<file path="src/rtl/mem_writeback_pkg.sv">
// Shared types for the memory writeback stage: op/size codes, S1 payload and writeback entry.
package mem_writeback_pkg;

    localparam int unsigned XLEN  = 32;
    localparam int unsigned REG_W = 5;

    typedef enum logic [1:0] {
        OP_ALU   = 2'd0,
        OP_LOAD  = 2'd1,
        OP_STORE = 2'd2,
        OP_RSVD  = 2'd3
    } op_e;

    typedef enum logic [1:0] {
        SZ_BYTE = 2'd0,
        SZ_HALF = 2'd1,
        SZ_WORD = 2'd2,
        SZ_RSVD = 2'd3
    } size_e;

    typedef struct packed {
        op_e              op;
        logic [REG_W-1:0] rd;
        size_e            size;
        logic             is_unsigned;
        logic [1:0]       addr_lo;
        logic [XLEN-1:0]  alu;
    } s1_entry_t;

    typedef struct packed {
        logic             we;
        logic [REG_W-1:0] rd;
        logic [XLEN-1:0]  data;
    } wb_entry_t;

endpackage

</file>
<file path="src/rtl/mem_writeback_if.sv">
// Upstream operation, memory read data and register-file writeback signals of the stage.
interface mem_writeback_if;
    import mem_writeback_pkg::*;

    logic             in_valid;
    logic             in_ready;
    logic [1:0]       in_op;
    logic [REG_W-1:0] in_rd;
    logic [1:0]       in_size;
    logic             in_unsigned;
    logic [1:0]       in_addr_lo;
    logic [XLEN-1:0]  in_alu;
    logic [XLEN-1:0]  mem_q;
    logic             wb_valid;
    logic             wb_ready;
    logic             wb_we;
    logic [REG_W-1:0] wb_rd;
    logic [XLEN-1:0]  wb_data;
    logic             misalign;

    modport slave (
        input  in_valid, in_op, in_rd, in_size, in_unsigned, in_addr_lo, in_alu, mem_q, wb_ready,
        output in_ready, wb_valid, wb_we, wb_rd, wb_data, misalign
    );

    modport master (
        output in_valid, in_op, in_rd, in_size, in_unsigned, in_addr_lo, in_alu, mem_q, wb_ready,
        input  in_ready, wb_valid, wb_we, wb_rd, wb_data, misalign
    );

endinterface

</file>
<file path="src/rtl/mem_writeback_load_align.sv">
// Little-endian lane select and sign/zero extension of a load word, with misalignment detect.
module load_align
    import mem_writeback_pkg::*;
(
    input  logic [XLEN-1:0] mem_q_i,
    input  size_e           size_i,
    input  logic            unsigned_i,
    input  logic [1:0]      addr_lo_i,
    output logic [XLEN-1:0] data_o,
    output logic            misalign_o
);

    logic [7:0]  byte_c;
    logic [15:0] half_c;

    always_comb begin
        byte_c     = mem_q_i[{addr_lo_i, 3'b000} +: 8];
        half_c     = addr_lo_i[1] ? mem_q_i[31:16] : mem_q_i[15:0];
        data_o     = mem_q_i;
        misalign_o = 1'b0;
        unique case (size_i)
            SZ_BYTE: data_o = unsigned_i ? {24'h0, byte_c} : {{24{byte_c[7]}}, byte_c};
            SZ_HALF: begin
                data_o     = unsigned_i ? {16'h0, half_c} : {{16{half_c[15]}}, half_c};
                misalign_o = addr_lo_i[0];
            end
            // word and the reserved size code both take the full word
            default: misalign_o = (addr_lo_i != 2'd0);
        endcase
    end

endmodule

</file>
<file path="src/rtl/mem_writeback.sv">
// Writeback stage: one S1 register feeding a 2-entry in-order output buffer toward the register file.
module mem_writeback
    import mem_writeback_pkg::*;
#(
    parameter int unsigned DEPTH = 2
) (
    input  logic           clk,
    input  logic           rst,
    mem_writeback_if.slave bus
);

    localparam int unsigned CNT_W = 2;
    localparam int unsigned OCC_W = CNT_W + 1;

    s1_entry_t         s1_q, s1_d;
    logic              s1_valid_q, s1_valid_d;
    wb_entry_t         fifo_q [2];
    logic              wr_ptr_q, rd_ptr_q;
    logic [CNT_W-1:0]  count_q, count_d;
    logic              misalign_q, misalign_d;
    logic              accept_c, pop_c, push_c, is_load_c, wb_valid_c, ld_mis_c;
    logic [OCC_W-1:0]  occ_c;
    logic [XLEN-1:0]   ld_data_c;
    wb_entry_t         push_entry_c, head_c;

    // Occupancy after this cycle's pop decides whether a new op fits; wb_ready feeds in_ready directly.
    assign wb_valid_c   = (count_q != '0);
    assign pop_c        = wb_valid_c && bus.wb_ready;
    assign occ_c        = OCC_W'(count_q) + OCC_W'(s1_valid_q) - OCC_W'(pop_c);
    assign bus.in_ready = (occ_c <= OCC_W'(DEPTH - 1));
    assign accept_c     = bus.in_valid && bus.in_ready;

    load_align u_load_align (
        .mem_q_i    (bus.mem_q),
        .size_i     (s1_q.size),
        .unsigned_i (s1_q.is_unsigned),
        .addr_lo_i  (s1_q.addr_lo),
        .data_o     (ld_data_c),
        .misalign_o (ld_mis_c)
    );

    // Retire S1: stores vanish, ALU and LOAD produce one buffer entry.
    always_comb begin
        is_load_c         = (s1_q.op == OP_LOAD);
        push_c            = s1_valid_q && ((s1_q.op == OP_ALU) || is_load_c);
        push_entry_c.rd   = s1_q.rd;
        push_entry_c.data = s1_q.alu;
        push_entry_c.we   = (s1_q.rd != '0);
        misalign_d        = 1'b0;
        if (is_load_c) begin
            push_entry_c.data = ld_mis_c ? '0 : ld_data_c;
            push_entry_c.we   = (s1_q.rd != '0) && !ld_mis_c;
            misalign_d        = s1_valid_q && ld_mis_c;
        end
    end

    always_comb begin
        s1_valid_d = accept_c;
        s1_d       = s1_q;
        if (accept_c) begin
            s1_d = '{op:          op_e'(bus.in_op),
                     rd:          bus.in_rd,
                     size:        size_e'(bus.in_size),
                     is_unsigned: bus.in_unsigned,
                     addr_lo:     bus.in_addr_lo,
                     alu:         bus.in_alu};
        end
        count_d = count_q + CNT_W'(push_c) - CNT_W'(pop_c);
    end

    always_ff @(posedge clk or negedge rst) begin
        if (!rst) begin
            s1_valid_q <= 1'b0;
            s1_q       <= '0;
            count_q    <= '0;
            wr_ptr_q   <= 1'b0;
            rd_ptr_q   <= 1'b0;
            misalign_q <= 1'b0;
            fifo_q[0]  <= '0;
            fifo_q[1]  <= '0;
        end else begin
            s1_valid_q <= s1_valid_d;
            s1_q       <= s1_d;
            count_q    <= count_d;
            misalign_q <= misalign_d;
            if (push_c) begin
                fifo_q[wr_ptr_q] <= push_entry_c;
                wr_ptr_q         <= ~wr_ptr_q;
            end
            if (pop_c) begin
                rd_ptr_q <= ~rd_ptr_q;
            end
        end
    end

    // A push into a full buffer without a pop would lose an entry.
    always_ff @(posedge clk) begin
        if (rst && push_c && !pop_c) begin
            assert (count_q < CNT_W'(DEPTH));
        end
    end

    assign head_c       = fifo_q[rd_ptr_q];
    assign bus.wb_valid = wb_valid_c;
    assign bus.wb_we    = wb_valid_c && head_c.we;
    assign bus.wb_rd    = head_c.rd;
    assign bus.wb_data  = head_c.data;
    assign bus.misalign = misalign_q;

endmodule

</file>
<file path="src/flat_wrapper.sv">
// flat-port wrapper written by rule: the top's interface ports become plain ports
module mem_writeback_flat import mem_writeback_pkg::*;
#(
    parameter int unsigned DEPTH = 2
)
  (clk, rst, bus_in_valid, bus_in_op, bus_in_rd, bus_in_size, bus_in_unsigned, bus_in_addr_lo, bus_in_alu, bus_mem_q, bus_wb_ready, bus_in_ready, bus_wb_valid, bus_wb_we, bus_wb_rd, bus_wb_data, bus_misalign);
  mem_writeback_if bus_i ();
  input  logic clk;
  input  logic rst;
  input wire logic [$bits(bus_i.in_valid)-1:0] bus_in_valid;
  input wire logic [$bits(bus_i.in_op)-1:0] bus_in_op;
  input wire logic [$bits(bus_i.in_rd)-1:0] bus_in_rd;
  input wire logic [$bits(bus_i.in_size)-1:0] bus_in_size;
  input wire logic [$bits(bus_i.in_unsigned)-1:0] bus_in_unsigned;
  input wire logic [$bits(bus_i.in_addr_lo)-1:0] bus_in_addr_lo;
  input wire logic [$bits(bus_i.in_alu)-1:0] bus_in_alu;
  input wire logic [$bits(bus_i.mem_q)-1:0] bus_mem_q;
  input wire logic [$bits(bus_i.wb_ready)-1:0] bus_wb_ready;
  output wire logic [$bits(bus_i.in_ready)-1:0] bus_in_ready;
  output wire logic [$bits(bus_i.wb_valid)-1:0] bus_wb_valid;
  output wire logic [$bits(bus_i.wb_we)-1:0] bus_wb_we;
  output wire logic [$bits(bus_i.wb_rd)-1:0] bus_wb_rd;
  output wire logic [$bits(bus_i.wb_data)-1:0] bus_wb_data;
  output wire logic [$bits(bus_i.misalign)-1:0] bus_misalign;
  assign bus_i.in_valid = bus_in_valid;
  assign bus_i.in_op = bus_in_op;
  assign bus_i.in_rd = bus_in_rd;
  assign bus_i.in_size = bus_in_size;
  assign bus_i.in_unsigned = bus_in_unsigned;
  assign bus_i.in_addr_lo = bus_in_addr_lo;
  assign bus_i.in_alu = bus_in_alu;
  assign bus_i.mem_q = bus_mem_q;
  assign bus_i.wb_ready = bus_wb_ready;
  assign bus_in_ready = bus_i.in_ready;
  assign bus_wb_valid = bus_i.wb_valid;
  assign bus_wb_we = bus_i.wb_we;
  assign bus_wb_rd = bus_i.wb_rd;
  assign bus_wb_data = bus_i.wb_data;
  assign bus_misalign = bus_i.misalign;
  mem_writeback #(.DEPTH(DEPTH)) u_core (.clk(clk), .rst(rst), .bus(bus_i));
endmodule
</file>
<file path="config.mk">
export PLATFORM = sky130hd
export DESIGN_NAME = mem_writeback_flat
export DESIGN_NICKNAME = d
export VERILOG_FILES = /design/src/rtl/mem_writeback_pkg.sv /design/src/rtl/mem_writeback_if.sv /design/src/rtl/mem_writeback_load_align.sv /design/src/rtl/mem_writeback.sv /design/src/flat_wrapper.sv
export SDC_FILE = /design/constraint.sdc
export NUM_CORES = 1
export LEC_CHECK = 0
export BUFFER_PORTS_ARGS = -buffer_cell sky130_fd_sc_hd__buf_2
export CAP_MARGIN = 25
export CELL_PAD_IN_SITES_DETAIL_PLACEMENT = 1
export CELL_PAD_IN_SITES_GLOBAL_PLACEMENT = 1
export CORE_ASPECT_RATIO = 0.9
export CORE_MARGIN = 2
export CORE_UTILIZATION = 47
export CTS_CLUSTER_DIAMETER = 150
export DETAILED_ROUTE_END_ITERATION = 16
export GPL_TIMING_DRIVEN = 0
export PLACE_DENSITY_LB_ADDON = 0.1
export SETUP_SLACK_MARGIN = 0.2
export SLEW_MARGIN = 20
export SYNTH_ARGS = -nofsm -noshare
export SYNTH_HDL_FRONTEND = slang
export SYNTH_SLANG_ARGS = --single-unit
</file>
<file path="constraint.sdc">
create_clock -name clk -period 4.05 [get_ports clk]
set_input_delay 0.81 -clock clk [delete_from_list [all_inputs] [get_ports clk]]
set_output_delay 0.81 -clock clk [all_outputs]
set_load 0.05 [all_outputs]
</file>
# Yosys cells after proc, flatten, opt, wreduce, memory -nomap -nowiden
# Cells that the tools add are included.
[word_totals] wordCells=61 inputBits=80 out_inout_bits=41 register_bits=126
[op_classes] magnitude_cmp=4 bitwise_logic=4 shift=1 n_reduce_logical=14 n_addsub=4 muxes=15 n_eq_ne=2
[ops] operator="2-to-1 mux 38 bit" n=4
[ops] operator="2-to-1 mux 32 bit" n=4
[ops] operator="bitwise mux 76 bit" n=1
[ops] operator="one-hot mux 32 bit (2 select lines)" n=1
[ops] operator="demux 38 bit (select 1 bit)" n=1
[ops] operator="variable part select 32 x 6 -> 8 bit" n=1
[ops] operator="2-to-1 mux 16 bit" n=1
[ops] operator="logical AND 1 bit" n=7
[ops] operator="nonzero test 5 bit" n=1
[ops] operator="equality test 2 x 1 -> 1 bit (second input constant)" n=2
[ops] operator=">= comparator 2 bit (second input constant)" n=2
[ops] operator="zero test 2 bit" n=2
[ops] operator="inverter 1 -> 2 bit" n=2
[ops] operator="nonzero test 2 bit" n=2
[ops] operator="adder 2 x 1 -> 3 bit" n=1
[ops] operator="less-or-equal comparator 3 x 1 -> 1 bit (second input constant)" n=1
[ops] operator="subtractor 3 x 1 -> 3 bit" n=1
[ops] operator="adder 2 x 1 -> 2 bit" n=1
[ops] operator="< comparator 2 x 1 -> 1 bit (second input constant)" n=1
[ops] operator="2-to-1 mux 1 bit" n=2
[ops] operator="inverter 1 bit" n=2
[ops] operator="one-hot mux 1 bit (2 select lines)" n=1
[ops] operator="subtractor 2 x 1 -> 2 bit" n=1
[ops] operator="zero test 1 bit" n=1
[ops] operator="logical OR 1 bit" n=1

# Logic depth before layout (Yosys ltp)
[logic_depth] word_depth=6 depth_mapped=12 depth_no_buf=11

# Cells and area by module
# From an unflattened synthesis, not the netlist that was laid out.
[unflattened] hier_cells=586 area_unflattened_um2=6570.1
[modules_own_cells] mod="mem_writeback" n_inst=1 area_each_um2=5853.1 cells_per_inst=488
[modules_own_cells] mod="load_align" n_inst=1 area_each_um2=716.9 cells_per_inst=98

# Worst setup path before layout
# OpenSTA, ideal clock, no wires.
[synth_timing] kind="reg-to-reg" start="register u_core.count_q[1]" end="register u_core.s1_q (netlist bit u_core.push_entry_c[32])" path_stages_with_launch=13 setup_ns=0.125 required_ns=3.925 arrival_time_ns=3.075 period_less_slack_ns=3.200 path_slack_ns=0.850 path_cell_list="dfrtp_1 -> nor2_1 -> inv_1 -> nand2_1 -> xnor2_1 -> ha_1 -> inv_1 -> fa_1 -> xnor2_1 -> and2_1 -> nand2_1 -> buf_2 -> mux2_2"
[synth_between] elab_chain_cells=5 elab_cells_between_ends=6
[synth_rtl] element="start, declared" line_no="mem_writeback.sv:19" rtl="logic [CNT_W-1:0] count_q, count_d;"
[synth_rtl] element="start signal, assigned" line_no="mem_writeback.sv:84" rtl="count_q <= count_d;"
[synth_rtl] element="nonzero test 2 bit" line_no="mem_writeback.sv:27" rtl="assign wb_valid_c = (count_q != '0);"
[synth_rtl] element="named net bus_wb_valid" line_no="flat_wrapper.sv:20" rtl="output wire logic [$bits(bus_i.wb_valid)-1:0] bus_wb_valid;"
[synth_rtl] element="logical AND 1 bit" line_no="mem_writeback.sv:28" rtl="assign pop_c = wb_valid_c && bus.wb_ready;"
[synth_rtl] element="subtractor 3 x 1 -> 3 bit" line_no="mem_writeback.sv:29" rtl="assign occ_c = OCC_W'(count_q) + OCC_W'(s1_valid_q) - OCC_W'(pop_c);"
[synth_rtl] element="less-or-equal comparator 3 x 1 -> 1 bit" line_no="mem_writeback.sv:30" rtl="assign bus.in_ready = (occ_c <= OCC_W'(DEPTH - 1));"
[synth_rtl] element="named net bus_in_ready" line_no="flat_wrapper.sv:19" rtl="output wire logic [$bits(bus_i.in_ready)-1:0] bus_in_ready;"
[synth_rtl] element="logical AND 1 bit" line_no="mem_writeback.sv:31" rtl="assign accept_c = bus.in_valid && bus.in_ready;"
[synth_rtl] element="end signal, assigned" line_no="mem_writeback.sv:74" rtl="s1_q <= '0;"
[synth_rtl] element="end signal, assigned" line_no="mem_writeback.sv:83" rtl="s1_q <= s1_d;"
[synth_rtl] element="end, declared" line_no="mem_writeback.sv:15" rtl="s1_entry_t s1_q, s1_d;"
# The timed path passes the listed nets, and every way through them passes these cells.
# A chain may end at the register's enable or synchronous reset.

# Worst setup path after layout
[layout_timing] start="register u_core.rd_ptr_q" end="output bus_wb_rd[1]"
[layout_between] elab_chain_cells=4
[layout_rtl] element="start, declared" line_no="mem_writeback.sv:18" rtl="logic wr_ptr_q, rd_ptr_q;"
[layout_rtl] element="start signal, assigned" line_no="mem_writeback.sv:91" rtl="rd_ptr_q <= ~rd_ptr_q;"
[layout_rtl] element="inverter 1 -> 2 bit (not written as such)" line_no="mem_writeback.sv:103" rtl="assign head_c = fifo_q[rd_ptr_q];"
[layout_rtl] element="2-to-1 mux 38 bit (not written as such) (3 in series)" line_no="mem_writeback.sv:103"
[layout_rtl] element="end, declared" line_no="flat_wrapper.sv:22" rtl="output wire logic [$bits(bus_i.wb_rd)-1:0] bus_wb_rd;"
# Every way passes these cells. The select of a mux whose other input is x is not followed.

==> results.sh <==
export IMPL_wl_per_cell_um=24.01
export IMPL_cts_tree="built"
export IMPL_num_rows=39
export IMPL_path_max_fanout=10
export IMPL_clkTransAtPathRegs_ps=60
export IMPL_maxCapViolCount=0
export IMPL_core_area_um2=12830
export IMPL_crit_start="u_core.rd_ptr_q$_DFFE_PN0P_"
export IMPL_hold_buffers=0
export IMPL_yosysUniqueCellTypes=46
export IMPL_globalplace_congestion=0.8793
export IMPL_cp_top_family="buffers and inverters"
export IMPL_grt_total_usage=0.3112
export IMPL_post_cts_buffers=0
export IMPL_clock_skew_ps=6.717
export IMPL_portBuffers=120
export IMPL_avgSynthCellArea_um2=10.87
export IMPL_drc_errors=0
export IMPL_hold_viol_final=0
export IMPL_clock_fmax_ghz=0.2886
export IMPL_htree_levels=4
export IMPL_ys_seq_area_frac=0.5053
export IMPL_path_cells="clkbuf_1, buf_1, mux2_2, buf_2"
export IMPL_pwr_share_clk=0.198
export IMPL_grt_overflow=0
export IMPL_tns_ps=0
export IMPL_switching_share=0.4646
export IMPL_worstHoldPathType="primary input to asynchronous set/reset pin"
export IMPL_dpl_worst_slack_ps=651.0
export IMPL_clock_sinks=126
export IMPL_fin_crit_ps=3465
export IMPL_first_iter_violations=473
export IMPL_nets=799
export IMPL_whs_ps=366.0
export IMPL_setup_ws_ps=584.9
export IMPL_combPwrFrac=0.516
export IMPL_seqPwrFrac=0.286
export IMPL_drive_above_1_share=0.3567
export IMPL_p_int_w=0.004343
export IMPL_switchingPower_w=0.003769
export IMPL_antenna_found_initial=0
export IMPL_syn2layout_area_growth_pct=23.50
export IMPL_cp_depth=4
export IMPL_initial_core_util=0.4862
export IMPL_die_h_um=113.3
export IMPL_r2r_end="u_core.s1_q[32]$_DFFE_PN0P_"
export IMPL_synth_edff_count=0
export IMPL_slew_headroom=0.4524
export IMPL_r2r_start="u_core.count_q[1]$_DFF_PN0_"
export IMPL_ys_seq_elements=126
export IMPL_powerDensity_nw_per_um2=1053
export IMPL_grt_pass1_vias=5996
export IMPL_setup_viol=0
export IMPL_grt_max_degree=65
export IMPL_cts_root_buf="clkbuf_16"
export IMPL_r2r_setup_slack_ps=870
export IMPL_clk_insertion_delay_late_ps=420
export IMPL_cts_resized=0
export IMPL_antenna_left=0
export IMPL_vdd_ir_drop_max_mv=0.5276
export IMPL_syn_inst=574
export IMPL_vias=5421
export IMPL_syn_nets=657
export IMPL_synth_warnings=0
export IMPL_async_flop_share=1.000
export IMPL_crit_arrival_ps=2660
export IMPL_cp_num_buf_inv=3
export IMPL_start_kind="flop"
export IMPL_clockBufferDepth=2
export IMPL_critical_path_class="flop to output port"
export IMPL_required_ps=3240
export IMPL_slowest_delay_ps=640
export IMPL_min_period_over_period=0.8556
export IMPL_ios=121
export IMPL_status="complete, no violations"
export IMPL_grt_pass1_wl_um=33260
export IMPL_cts_buffers=17
export IMPL_yosys_most_used_dff="dfrtp_1"
export IMPL_slew_violations=0
export IMPL_p_leak_nw=3.606
export IMPL_slowest_stage="buf_1"
export IMPL_die_w_um=125.5
export IMPL_cp_end_kind="output port"
export IMPL_dieArea_um2=14220
export IMPL_via_per_inst=6.064
export IMPL_dr_pass1_iters=6
export IMPL_crit_end="bus_wb_rd[1]"
export IMPL_rr_worst_depth=12
export IMPL_dp_hpwl_um=14870
export IMPL_netlist_area_um2=6240
export IMPL_finalWirelength_um=21460
export IMPL_worst_pin_slew_ps=819.7
export IMPL_rsz0062_at_grt="no"
[Yosys cell counts (all sizes together) (2+ instances only)]
cell type	instances	area share
xor2	2	0.0028
nor3b	3	0.0036
mux2	81	0.15
nand2b	11	0.011
a211oi	2	0.0064
a32oi	7	0.0098
inv	12	0.0072
dfrtp	126	0.51
nor2	38	0.023
nor2b	9	0.0090
a221oi	16	0.022
and3	14	0.014
ha	2	0.0040
o221ai	33	0.057
a21boi	2	0.0024
nand3b	2	0.0024
buf	12	0.010
xnor2	3	0.0042
mux2i	10	0.016
a22oi	2	0.0024
nor3	3	0.0024
clkbuf	26	0.016
o211ai	7	0.0084
a31oi	16	0.016
o21ai	5	0.0040
nand2	94	0.058
a21oi	23	0.019
[logic make-up after synthesis]
group / count (synthesis) / synth area share
AND/OR/NAND/NOR: 181 / 0.1317
flip-flops: 126 / 0.5053
AO/OA/AOI/OAI: 117 / 0.1530
multiplexers: 91 / 0.1622
buffers and inverters: 51 / 0.03349
XOR/XNOR: 5 / 0.007020
adder cells (fa/ha/maj): 3 / 0.007218
[worst min path at each step]
| stage | start | end | slack (ps) | cells past startpoint |
|---|---|---|---|---|
| floorplan | u_core.fifo_q[36]$_DFFE_PN0P_ | u_core.fifo_q[36]$_DFFE_PN0P_ | 440 | 2 |
| global placement | u_core.fifo_q[33]$_DFFE_PN0P_ | u_core.fifo_q[33]$_DFFE_PN0P_ | 450 | 2 |
| detailed placement | u_core.fifo_q[73]$_DFFE_PN0P_ | u_core.fifo_q[73]$_DFFE_PN0P_ | 470 | 2 |
| CTS | rst | u_core.s1_q[20]$_DFFE_PN0P_ | 390 | 1 |
| global route | rst | u_core.fifo_q[59]$_DFFE_PN0P_ | 390 | 1 |
| finish | rst | u_core.s1_q[21]$_DFFE_PN0P_ | 370 | 1 |
[registers in the layout, indices dropped and copies added (netlist names)]
name,count
u_core.push_entry_c,5
u_core.rd_ptr_q,1
u_core.count_q,2
u_core.wr_ptr_q,1
u_core.fifo_q,76
u_core.s1_valid_q,1
u_core.s1_q,39
u_core.bus.misalign,1
[power groups by stage]
stage          Clock (W)  Combinational (W)  Sequential [W]
2_1_floorplan          0            0.00315         0.00215
3_5_place_dp           0            0.00411         0.00231
4_1_cts          0.00162            0.00418         0.00231
6_report         0.00161            0.00418         0.00232
3_3_place_gp           0            0.00396         0.00226
5_1_grt          0.00169            0.00445         0.00239
[placed cells by master (no fill, tap or decap), types with 9 or more instances in the layout]
cell and instances:
nor2_1 38, nand2_1 92, a221oi_1 16, nand2b_1 11, nor2b_1 9, a21oi_1 22, a31oi_1 16, clkbuf_1 29
o221ai_1 22, o221ai_2 11, and3_1 14, mux2i_1 10, buf_2 129, mux2_2 81, clkbuf_16 17, dfrtp_1 126
inv_1 12
[cell type report]
type	count	area [um^2]
clock buffer	21	450.4
timing repair buffer	123	644.4
tap	164	205.2
buffer	38	160.2
inverter	13	48.80
multi-input combinational	397	2878
fill	1411	5127
clock inverter	11	163.9
antenna	1	2.502
sequential	126	3153
[per-stage QoR]
step / instance area, um^2 / util / cells / total power, W
3_5_place_dp: 7089 / 0.5524 / 861 / 0.006418
4_1_cts: 7704 / 0.6003 / 893 / 0.008105
5_1_grt: 7704 / 0.6003 / 893 / 0.008527
2_1_floorplan: 6240 / - / 574 / 0.005300
6_report: 7706 / 0.6005 / 894 / 0.008112
3_3_place_gp: 7046 / 0.5490 / 858 / 0.006213
[per-layer routing]
metal,wire (um),share of wire,global-route usage,up-vias
li1,-,-,-,2370
met1,9226,0.43,0.3996,2780
met2,10330,0.48,0.5103,231
met3,1313,0.061,0.07754,40
met4,589,0.027,0.1222,0
met5,0,0,0,-
Power figures use the tool's default switching activity.
